`src/rtl/mc_ctrl_pkg.sv`:
```
// rtl/mc_ctrl_pkg.sv - state, opcode, funct, ALU and mux-select encodings for mc_ctrl
package mc_ctrl_pkg;

    localparam logic [3:0] S_INIT     = 4'd0;
    localparam logic [3:0] S_FETCH    = 4'd1;
    localparam logic [3:0] S_DECODE   = 4'd2;
    localparam logic [3:0] S_EXEC_R   = 4'd3;
    localparam logic [3:0] S_EXEC_I   = 4'd4;
    localparam logic [3:0] S_ALU_WB   = 4'd5;
    localparam logic [3:0] S_MEM_ADDR = 4'd6;
    localparam logic [3:0] S_MEM_RD   = 4'd7;
    localparam logic [3:0] S_MEM_WB   = 4'd8;
    localparam logic [3:0] S_MEM_WR   = 4'd9;
    localparam logic [3:0] S_BRANCH   = 4'd10;
    localparam logic [3:0] S_JUMP     = 4'd11;

    localparam logic [5:0] OP_RTYPE = 6'h00;
    localparam logic [5:0] OP_ORI   = 6'h0D;
    localparam logic [5:0] OP_LW    = 6'h23;
    localparam logic [5:0] OP_SW    = 6'h2B;
    localparam logic [5:0] OP_BEQ   = 6'h04;
    localparam logic [5:0] OP_J     = 6'h02;

    localparam logic [5:0] FN_ADDU = 6'h21;
    localparam logic [5:0] FN_SUBU = 6'h23;
    localparam logic [5:0] FN_SLTU = 6'h2B;

    localparam logic [2:0] ALU_ADD  = 3'b000;
    localparam logic [2:0] ALU_OR   = 3'b010;
    localparam logic [2:0] ALU_SUB  = 3'b100;
    localparam logic [2:0] ALU_SLTU = 3'b110;

    localparam logic [1:0] SRCB_RT     = 2'b00;
    localparam logic [1:0] SRCB_FOUR   = 2'b01;
    localparam logic [1:0] SRCB_IMM    = 2'b10;
    localparam logic [1:0] SRCB_IMM_SH = 2'b11;

    localparam logic [1:0] PCSRC_ALU    = 2'b00;
    localparam logic [1:0] PCSRC_ALUOUT = 2'b01;
    localparam logic [1:0] PCSRC_JUMP   = 2'b10;

    typedef enum logic [1:0] {
        ALU_CLS_ADD,
        ALU_CLS_OR,
        ALU_CLS_SUB,
        ALU_CLS_R
    } alu_class_t;

    function automatic logic is_legal(input logic [5:0] op, input logic [5:0] funct);
        logic r_ok;
        r_ok = (funct == FN_ADDU) || (funct == FN_SUBU) || (funct == FN_SLTU);
        return ((op == OP_RTYPE) && r_ok) || (op == OP_ORI) || (op == OP_LW) ||
               (op == OP_SW) || (op == OP_BEQ) || (op == OP_J);
    endfunction

endpackage

```
`src/rtl/mc_ctrl_alu_ctr_dec.sv`:
```
// rtl/mc_ctrl_alu_ctr_dec.sv - maps operation class and funct to the 3-bit ALU code
module alu_ctr_dec
    import mc_ctrl_pkg::*;
(
    input  logic [5:0]  funct,
    input  alu_class_t  cls,
    output logic [2:0]  alu_ctr
);

    always_comb begin
        alu_ctr = ALU_ADD;
        case (cls)
            ALU_CLS_OR:  alu_ctr = ALU_OR;
            ALU_CLS_SUB: alu_ctr = ALU_SUB;
            ALU_CLS_R: begin
                case (funct)
                    FN_SUBU: alu_ctr = ALU_SUB;
                    FN_SLTU: alu_ctr = ALU_SLTU;
                    default: alu_ctr = ALU_ADD;
                endcase
            end
            default: alu_ctr = ALU_ADD;
        endcase
    end

endmodule

```
`src/rtl/mc_ctrl.sv`:
```
// rtl/mc_ctrl.sv - multi-cycle MIPS control FSM driving datapath strobes and ALU code
module mc_ctrl
    import mc_ctrl_pkg::*;
(
    input  logic       clk,
    input  logic       rst_n,
    input  logic [5:0] op,
    input  logic [5:0] funct,
    input  logic       zero,
    input  logic       mem_ready,
    output logic       pc_wr,
    output logic       ir_wr,
    output logic       mem_rd,
    output logic       mem_wr,
    output logic       reg_wr,
    output logic       reg_dst,
    output logic       mem_to_reg,
    output logic       alu_src_a,
    output logic [1:0] alu_src_b,
    output logic       ext_op,
    output logic [1:0] pc_src,
    output logic [2:0] alu_ctr,
    output logic       illegal,
    output logic [3:0] state
);

    logic [3:0] state_q;
    logic [3:0] next_state;
    alu_class_t alu_cls;

    always_ff @(posedge clk or negedge rst_n) begin
        if (!rst_n) begin
            state_q <= S_INIT;
        end else begin
            state_q <= next_state;
        end
    end

    assign state = state_q;

    // Non-ALU states leave the class at ADD, which decodes to the all-zero default code.
    alu_ctr_dec u_alu_ctr_dec (
        .funct   (funct),
        .cls     (alu_cls),
        .alu_ctr (alu_ctr)
    );

    always_comb begin
        next_state = state_q;
        pc_wr      = 1'b0;
        ir_wr      = 1'b0;
        mem_rd     = 1'b0;
        mem_wr     = 1'b0;
        reg_wr     = 1'b0;
        reg_dst    = 1'b0;
        mem_to_reg = 1'b0;
        alu_src_a  = 1'b0;
        alu_src_b  = SRCB_RT;
        ext_op     = 1'b0;
        pc_src     = PCSRC_ALU;
        alu_cls    = ALU_CLS_ADD;
        illegal    = 1'b0;
        case (state_q)
            S_INIT: next_state = S_FETCH;
            S_FETCH: begin
                mem_rd    = 1'b1;
                alu_src_b = SRCB_FOUR;
                pc_wr     = mem_ready;
                ir_wr     = mem_ready;
                if (mem_ready) next_state = S_DECODE;
            end
            S_DECODE: begin
                alu_src_b = SRCB_IMM_SH;
                ext_op    = 1'b1;
                // An unsupported instruction retires here; PC was already advanced in FETCH.
                if (!is_legal(op, funct)) begin
                    illegal    = 1'b1;
                    next_state = S_FETCH;
                end else begin
                    case (op)
                        OP_RTYPE: next_state = S_EXEC_R;
                        OP_ORI:   next_state = S_EXEC_I;
                        OP_BEQ:   next_state = S_BRANCH;
                        OP_J:     next_state = S_JUMP;
                        default:  next_state = S_MEM_ADDR;
                    endcase
                end
            end
            S_EXEC_R: begin
                alu_src_a  = 1'b1;
                alu_src_b  = SRCB_RT;
                alu_cls    = ALU_CLS_R;
                next_state = S_ALU_WB;
            end
            S_EXEC_I: begin
                alu_src_a  = 1'b1;
                alu_src_b  = SRCB_IMM;
                alu_cls    = ALU_CLS_OR;
                next_state = S_ALU_WB;
            end
            S_ALU_WB: begin
                reg_wr     = 1'b1;
                reg_dst    = (op == OP_RTYPE);
                next_state = S_FETCH;
            end
            S_MEM_ADDR: begin
                alu_src_a  = 1'b1;
                alu_src_b  = SRCB_IMM;
                ext_op     = 1'b1;
                next_state = (op == OP_LW) ? S_MEM_RD : S_MEM_WR;
            end
            S_MEM_RD: begin
                mem_rd = 1'b1;
                if (mem_ready) next_state = S_MEM_WB;
            end
            S_MEM_WB: begin
                reg_wr     = 1'b1;
                mem_to_reg = 1'b1;
                next_state = S_FETCH;
            end
            S_MEM_WR: begin
                mem_wr = 1'b1;
                if (mem_ready) next_state = S_FETCH;
            end
            S_BRANCH: begin
                alu_src_a  = 1'b1;
                alu_src_b  = SRCB_RT;
                alu_cls    = ALU_CLS_SUB;
                pc_src     = PCSRC_ALUOUT;
                pc_wr      = zero;
                next_state = S_FETCH;
            end
            S_JUMP: begin
                pc_src     = PCSRC_JUMP;
                pc_wr      = 1'b1;
                next_state = S_FETCH;
            end
            default: next_state = S_INIT;
        endcase
    end

endmodule

```
`config.mk`:
```
export PLATFORM = sky130hd
export DESIGN_NAME = mc_ctrl
export DESIGN_NICKNAME = d
export VERILOG_FILES = /design/src/rtl/mc_ctrl_pkg.sv /design/src/rtl/mc_ctrl_alu_ctr_dec.sv /design/src/rtl/mc_ctrl.sv
export SDC_FILE = /design/constraint.sdc
export NUM_CORES = 1
export LEC_CHECK = 0
export BUFFER_PORTS_ARGS = -buffer_cell sky130_fd_sc_hd__clkbuf_2
export CAP_MARGIN = 20
export CORE_MARGIN = 2
export CORE_UTILIZATION = 42
export CTS_CLUSTER_DIAMETER = 200
export CTS_CLUSTER_SIZE = 40
export DETAILED_ROUTE_END_ITERATION = 10
export HOLD_SLACK_MARGIN = 0.06
export MAX_ROUTING_LAYER = met4
export PLACE_DENSITY = 0.78
export SYNTH_ARGS = -nofsm -noshare
export SYNTH_HDL_FRONTEND = slang
export SYNTH_SLANG_ARGS = --single-unit
```
`constraint.sdc`:
```
create_clock -name clk -period 1.69 [get_ports clk]
set_clock_uncertainty 0.1 [all_clocks]
set_input_delay 0.2535 -clock clk [delete_from_list [all_inputs] [get_ports clk]]
set_output_delay 0.2535 -clock clk [all_outputs]
set_load 0.01 [all_outputs]
```
======== Word level (Yosys, flattened, before mapping) ========
Cells that the tools add are included.
word-level totals
  memories ................................ 0
  bits in registers ....................... 4
  bits in read-only memories .............. 0
  word-level logic and storage cells ...... 67
  output and inout bits ................... 21
  input bits .............................. 16
  bits in latches ......................... 0
  RAM bits ................................ 0
cells by class
  muxes and demuxes ....................... 23
  eq/ne operators ......................... 25
  bitwise gates (word level) .............. 0
  divide/modulo/power cells ............... 0
  shifts and indexed selects .............. 0
  reduce and logical (&&, ||, !) cells .... 18
  $add $sub $neg .......................... 0
  $lt $le $gt $ge ......................... 0
  $mul .................................... 0
operators with widths
  operator                                                               count
  6-bit equality test, second input constant                             5
  4-bit case mux with 7 select lines                                     1
  4-bit two-way mux                                                      5
  4-bit by 3-bit equality test with 1-bit output, second input constant  4
  4-bit equality test, second input constant                             4
  4-bit case mux with 4 select lines                                     1
  2-bit case mux with 3 select lines                                     2
  1-bit two-way mux                                                      10
  2-bit OR reduction                                                     5
  3-bit case mux with 3 select lines                                     1
  4-bit by 2-bit equality test with 1-bit output, second input constant  2
  1-bit logical OR                                                       7
  6-bit by 2-bit equality test with 1-bit output, second input constant  1
  6-bit by 3-bit equality test with 1-bit output, second input constant  1
  6-bit by 4-bit equality test with 1-bit output, second input constant  1
  6-bit zero test                                                        1
  2-bit inequality test, second input constant                           3
  3-bit case mux with 2 select lines                                     1
  5-bit OR reduction                                                     1
  2-bit equality test, second input constant                             2
  4-bit by 1-bit equality test with 1-bit output, second input constant  1
  4-bit zero test                                                        1
  2-bit case mux with 2 select lines                                     1
  4-bit OR reduction                                                     1
  other kinds (4)                                                        4

======== Longest topological paths before layout ========
Gate-level depths: netlist (run 1).
  depth in word-level cells ............... 11
  mapped depth ............................ 6
  gate-level depth less buffers ........... 4

======== Modules after synthesis ========
Synthesis (run 1) repeated with hierarchy kept, for this count alone.
unflattened totals
  cells, all modules ...................... 87
  area, all modules ....................... 661.9 um2
by module, submodules not included
  module       cells each  times used  sequential area each (um2)  area an instance (um2)
  mc_ctrl      79          1           100.1                       595.6
  alu_ctr_dec  8           1           0.0                         66.3

======== Worst setup path before layout (run 1) ========
Ideal clock, no wire load.
  kind .................................... input to output
  from .................................... input op[5]
  to ...................................... output reg_dst
  path buffers ............................ 0
  arrival time ............................ 1.340 ns
  required time ........................... 1.336 ns
  stages .................................. 3
  setup slack ............................. -0.004 ns
  cell sequence ........................... or4_4 -> nor2_1 -> nor4b_1
between the ends
  longest elaborated chain between the ends .. 2
ends and longest elaborated chain
  element            RTL line        source
  from (decl)        mc_ctrl.sv:7    input logic [5:0] op,
  6-bit zero test    mc_ctrl.sv:103  reg_dst = (op == OP_RTYPE);
  1-bit two-way mux  mc_ctrl.sv:63   case (state_q)
  to (decl)          mc_ctrl.sv:16   output logic reg_dst,
Every way passes these cells.

======== Worst setup path after layout (run 1) ========
  from .................................... register state_q[2] (netlist: state[2])
  to ...................................... output alu_ctr[1]
between the ends
  longest elaborated chain between the ends .. 4
  elaborated cells on any way between the ends .. 8
  those cells by class .................... eq/ne (6); mux (2)
ends and longest elaborated chain
  element                                                                                RTL line                   source
  from (decl)                                                                            mc_ctrl.sv:27              logic [3:0] state_q;
  from (signal assigned)                                                                 mc_ctrl.sv:35              state_q <= next_state;
  4-bit equality test, or another cell as far along                                      mc_ctrl.sv:63
  2-bit case mux with 3 select lines *                                                   mc_ctrl.sv:63
  2-bit equality test or 2-bit by 1-bit equality test with 1-bit output (tied branches)  mc_ctrl_alu_ctr_dec.sv:12  case (cls)
  3-bit case mux with 3 select lines *                                                   mc_ctrl_alu_ctr_dec.sv:12
  to (decl)                                                                              mc_ctrl.sv:22              output logic [2:0] alu_ctr,
Every way passes the cells marked *; elsewhere a longest branch is shown, timed or not.

==> results of run 1 <==
-- layer usage --
| layer | vias up | GRT usage [%] | part of all wire, % |
|---|---|---|---|
| li1 | 461 | - | - |
| met1 | 502 | 30.4 | 34 |
| met2 | 70 | 52.0 | 54 |
| met3 | 22 | 0 | 6.1 |
| met4 | 0 | 5.63 | 5.4 |
| met5 | - | - | 0 |
-- power groups by stage --
stage | sequential (mW) | clock [mW] | combinational [mW]
2_1_floorplan | 0.177 | 0 | 0.528
3_5_place_dp | 0.193 | 0 | 0.856
4_1_cts | 0.192 | 0.120 | 1.00
3_3_place_gp | 0.191 | 0 | 0.837
5_1_grt | 0.203 | 0.122 | 1.28
6_report | 0.198 | 0.126 | 1.21
-- cell type report --
| type | count | area [um2] | share of cell area [%] |
|---|---|---|---|
| Tap cell | 15 | 18.8 | 1.57 |
| Sequential cell | 4 | 105 | 8.78 |
| Multi-Input combinational cell | 74 | 567 | 47.3 |
| Timing Repair Buffer | 67 | 465 | 38.9 |
| Inverter | 5 | 18.8 | 1.57 |
| Clock buffer | 3 | 22.5 | 1.88 |
-- final timing paths --
check | slack [ns] | endpoint | start | cells past startpoint
hold / removal | 0.26 | state[1] | rst_n | 2
max in group asynchronous | 1.08 | state[3] | rst_n | 2
setup reg to reg | 0.13 | state[0] | state[3] | 7
min in group clk | 0.35 | state[2] | op[2] | 4
hold reg to reg | 0.57 | state[1] | state[3] | 2
setup / recovery | -0.23 | alu_ctr[1] | state[2] | 5
-- worst reg2reg max path, cell delays in order, from the launching register on --
cell and delay, ns:
dfrtp_2 0.41, buf_4 0.16, buf_6 0.13, nor2b_4 0.12, buf_4 0.13, a21oi_1 0.07, nor3_1 0.23, o22a_1 0.17
-- through the flow --
step                instance area (um2)  instances  setup TNS (ns)
global placement                    930        154         -0.0962
CTS                                1070        162          -0.409
finish                             1200        168          -0.757
detailed placement                  930        154          -0.182
global route                       1200        168           -1.25
floorplan                           626         92               0
-- cell usage in the layout, fill, tap and decap left out, types with 2 or more instances in the layout --
| cell type | instances |
|---|---|
| nand2b_1 | 2 |
| nand2_1 | 5 |
| buf_2 | 9 |
| buf_6 | 7 |
| a31oi_1 | 3 |
| o32ai_1 | 2 |
| nand3_1 | 2 |
| clkbuf_2 | 23 |
| dfrtp_2 | 4 |
| buf_4 | 25 |
| inv_1 | 4 |
| a21oi_2 | 3 |
| a21oi_1 | 6 |
| clkbuf_4 | 3 |
| nor2_1 | 7 |
| nor3_2 | 3 |
| nor2_2 | 2 |
| nor2_4 | 2 |
| nand2b_4 | 2 |
| o22ai_1 | 2 |
| nor3_1 | 5 |
-- logic make-up after synthesis --
logic type / after synthesis
buffers and inverters: 14
flip-flops: 4
AND/OR/NAND/NOR: 44
AO/OA/AOI/OAI: 26
XOR/XNOR: 2
other: 1
multiplexers: 1
-- what timing repair did --
item                                    4_1_cts  5_1_grt
gates resized for setup                      19       34
hold buffers                                  1        0
pin swaps                                     5        6
hold endpoints to repair                      4        0
setup buffers                                 4        6
endpoints found under the setup margin       10       12
==> results.tsv, run 1 <==
metric	value	unit
grt total ovfl	0	
Largest register FFs	4	
die area	1800	um2
crit path capture type	output pin	
top-count cell post-synth	nor2_1	
gr usage total	26.8	%
number of H-tree levels	1	
family with the most delay on the worst path	simple AND/OR/NAND/NOR gates	
Commonest cells post-synth	nor2_1, a21oi_1, nor3_1	
Post-synth EDFFs	0	
post-synth cell types	42	
Sw Share	48.4	%
vias per cell	6.28	
Leak	0.577	nW
die height	42.4	um
Core Util, Final	89.8	%
pre-CTS setup slack	-0.0995	ns
Row Count	13	
Clock power frac	8.2	%
fin. max-slew vios	0	
Synth Area per Inst	6.73	um2
PD cells	1280	nW/um2
Ys Warns	0	
Final #Nets	171	
sequential share of power	12.9	%
critical path required time	1.34	ns
Ant. Diodes	0	
Switching Power	0.743	mW
Final Setup Violations	8	
Worst path max stage delay	0.43	ns
crit path DAT	1.57	ns
DRT iter0 DRCs	59	
DR pass1 iterations	5	
port bufs	35	
crit-path cells	or2_4 -> nor2_2 -> nand3_1 -> o32ai_1 -> buf_2	
vias in the first global route	857	
mux share of post-synthesis cell area	1.62	%
largest family of logic cells by synthesized area	simple AND/OR/NAND/NOR gates	
Fmax achieved	520	MHz
CP max-delay cell	dfrtp_2	
Logic pwr share	78.9	%
Placer Congestion	0.839	
Worst Path Buf+Inv	1	
dominant cell type by area after synthesis	dfrtp_1	
RSZ-0062 raised after global routing	yes	
Syn Nets	108	
crit path launch type	flip-flop	
register area share after synthesis	16.2	%
Max-cap violations	0	
Peak supply drop	0.798	mV
xor/xnor share of the synthesized area	2.83	%
CTS Buffer Depth	2	
Die Wd	42.4	um
Synth Area in Adders	0	%
clk sink count	4	
largest net degree at the start of global routing	11	
DR DRC count	0	
Routed WL per cell	18.4	um
Post-Syn Instances	92	
Worst Hold Class	in2async	
Initial Util	46.4	%
IO Pins	37	
antenna violations before repair	0	
Simple-Gate Fraction of Synth Area	40.6	%
CTS tree	yes	
Power Internal	0.792	mW
wirelength, routed	3090	um
Vias	1055	
post-route setup slack	-0.234	ns
status	finished, violations left	
fillers	64	
Final Critical Period	1.92	ns
Hold WS	0.261	ns
Async SR Flop Fraction	100	%
share of the synthesized area in the top cell type	16.2	%
global-route wire length before repair	3750	um
Final Hold Viols	0	
Design Power	1.53	mW
Compound-Gate Fraction of Synth Area	27.5	%
core box area	1330	um2
Area Growth Syn to Fin	93.3	%
Seq cells post-synth	4	
CTS buffer count	3	
Critical Setup Path Class	reg2out	
clock root cell	clkbuf_4	
Synth area leaders	dfrtp_1, a21oi_1, nor2_1, nor3_1, nand2b_1	
Skew-Pair Late Insertion Delay	0.25	ns
Final ANT Viol Nets	0	
CP Max Fanout	5	
Syn Std Cell Area	619	um2
DP Wirelength	1600	um
failing checks	negative setup slack	
Tcrit/Tclk final	114	%
ys flop type	dfrtp_1	
proportion of layout cells with a drive suffix above 1	64.1	%
Worst-path clk slew	0.04	ns
(Power assumes the default switching activity.)
==> run 2: changes to the inputs <==
CORE_MARGIN = 5   (was 2)
TNS_END_PERCENT = 1   (was default)
==> results.tsv, run 2 (synthesized netlist as in run 1, its figures left out) <==
metric	value	unit	change
CP Max Fanout	10		+5
global-route wire length before repair	3940	um	+5.0%
clock root cell	clkbuf_4		
CTS tree	yes		
IO Pins	37		unchanged
crit path DAT	1.44	ns	-0.13 ns
gr usage total	20.4	%	-6.4 points
RSZ-0062 raised after global routing	yes		
antenna violations before repair	0		unchanged
DP Wirelength	1750	um	+9.1%
Initial Util	45.9	%	-0.56 points
pre-CTS setup slack	-0.0881	ns	+0.0113 ns
post-route setup slack	-0.103	ns	+0.132 ns
Final #Nets	167		-2.3%
Leak	0.545	nW	-5.4%
Reg2Reg Launch Point	state[3]		
Worst Hold Class	in2async		
Tcrit/Tclk final	106	%	-7.8 points
crit path launch type	flip-flop		
most common cell after layout, fill and taps aside	clkbuf_2		
Worst path max stage delay	0.41	ns	-0.02 ns
Design Power	1.45	mW	-5.6%
DRT iter0 DRCs	32		-46%
status	finished, violations left		
CTS buffer count	3		unchanged
DR DRC count	0		unchanged
critical path required time	1.34	ns	about the same
DR pass1 iterations	4		-1
Final Critical Period	1.79	ns	-0.132 ns
Final ANT Viol Nets	0		unchanged
crit path capture type	output pin		
Placement Cell Area	937	um2	+0.81%
Final Setup Violations	9		+1
crit-path cells	buf_4 -> nand2b_4 -> inv_1 -> a21oi_1 -> o22ai_1 -> clkbuf_2		
wirelength, routed	2330	um	-25%
number of H-tree levels	1		unchanged
CTS Buffer Depth	2		unchanged
Peak supply drop	0.887	mV	+11%
grt total ovfl	0		unchanged
Die Wd	48.4	um	+14%
Row Count	13		unchanged
commonest non-fill, non-tap cells in the layout	clkbuf_2, buf_4, a21oi_1		
Placer Congestion	0.921		+9.7%
Final Hold Viols	0		unchanged
Worst-path clk slew	0.04	ns	about the same
R2R Path End	state[0]		
PD cells	1310	nW/um2	+2.1%
fin. max-slew vios	0		unchanged
Critical Setup Path Class	reg2out		
fin cells	164		-2.4%
post-route cell area	1110	um2	-7.6%
Fmax achieved	558	MHz	+7.3%
Skew-Pair Late Insertion Delay	0.23	ns	-0.02 ns
R2R cell count	5		-2
Largest register FFs	4		unchanged
die area	2340	um2	+30%
Ant. Diodes	0		unchanged
Area Growth Syn to Fin	78.6	%	
Vias	933		-12%
placed cell count	155		+0.65%
core box area	1350	um2	+1.2%
clk sink count	4		unchanged
R2R Setup Slk	0.20	ns	+0.07 ns
Fin Setup TNS	-0.488	ns	+0.269 ns
vias per cell	5.69		-9.4%
proportion of layout cells with a drive suffix above 1	58.4	%	-5.7 points
CP max-delay cell	dfrtp_1		
failing checks	negative setup slack		
port bufs	35		unchanged
largest net degree at the start of global routing	12		+1
Max-cap violations	0		unchanged
die height	48.4	um	+14%
vias in the first global route	944		+10%
Routed WL per cell	14.2	um	-23%
## run 2: cell count changes in the layout (fill, tap and decap cells not counted), sizes merged
cell	delta
buf	-9
clkbuf	+5
## run 2: critical path, delay by kind of cell, from the launching register on
kind                   cells  cell delay [ns]
AO/OA/AOI/OAI              2             0.27
flip-flops                 1             0.41
AND/OR/NAND/NOR            1             0.12
buffers and inverters      3             0.41
## run 2: area by class of cell
type	count	area (um2)
clock buffers	3	22.5
flip-flops and latches	4	101
inverters	5	18.8
well taps	15	18.8
repair buffers	63	399
fillers	89	244
multi-input cells	74	546
## run 2: how the worst max path moves through the flow
stage | start | to | depth (start not counted) | slack, ns
3_3_place_gp | op[0] | illegal | 6 | -0.05
4_1_cts | state[1] | pc_wr | 5 | -0.07
6_report | state[3] | alu_src_a | 6 | -0.10
3_5_place_dp | op[0] | illegal | 6 | -0.09
2_1_floorplan | state[1] | pc_wr | 6 | 0.07
5_1_grt | state[3] | alu_src_a | 6 | -0.17
## run 2: where the power goes
group	internal (mW)	switching, mW
logic	0.549	0.585
clock network	0.0793	0.0370
registers	0.134	0.0638
## run 2: what timing repair did
item                       in CTS  in global routing
setup buffers                   5                  0
gates resized for setup        20                 12
hold endpoints to repair        4                  0
setup endpoints to repair      11                 14
hold buffers                    1                  0
pin swaps                       5                  1
## run 2: through the flow
step | hold slack, ns | util (%)
4_1_cts | 0.263 | 80.4
6_report | 0.256 | 81.9
2_1_floorplan | -0.142 | -
3_5_place_dp | -0.0379 | 69.4
5_1_grt | 0.273 | 81.9
3_3_place_gp | -0.0426 | 69.4
## run 2: metal layers
layer,share of wire (%),up-vias,track usage [%],wire [um]
met5,0,-,-,0
met4,1.5,0,8.29,34
met3,6.8,4,3.36,158
met2,53,46,36.1,1250
met1,38,430,22.2,893
li1,-,453,-,-
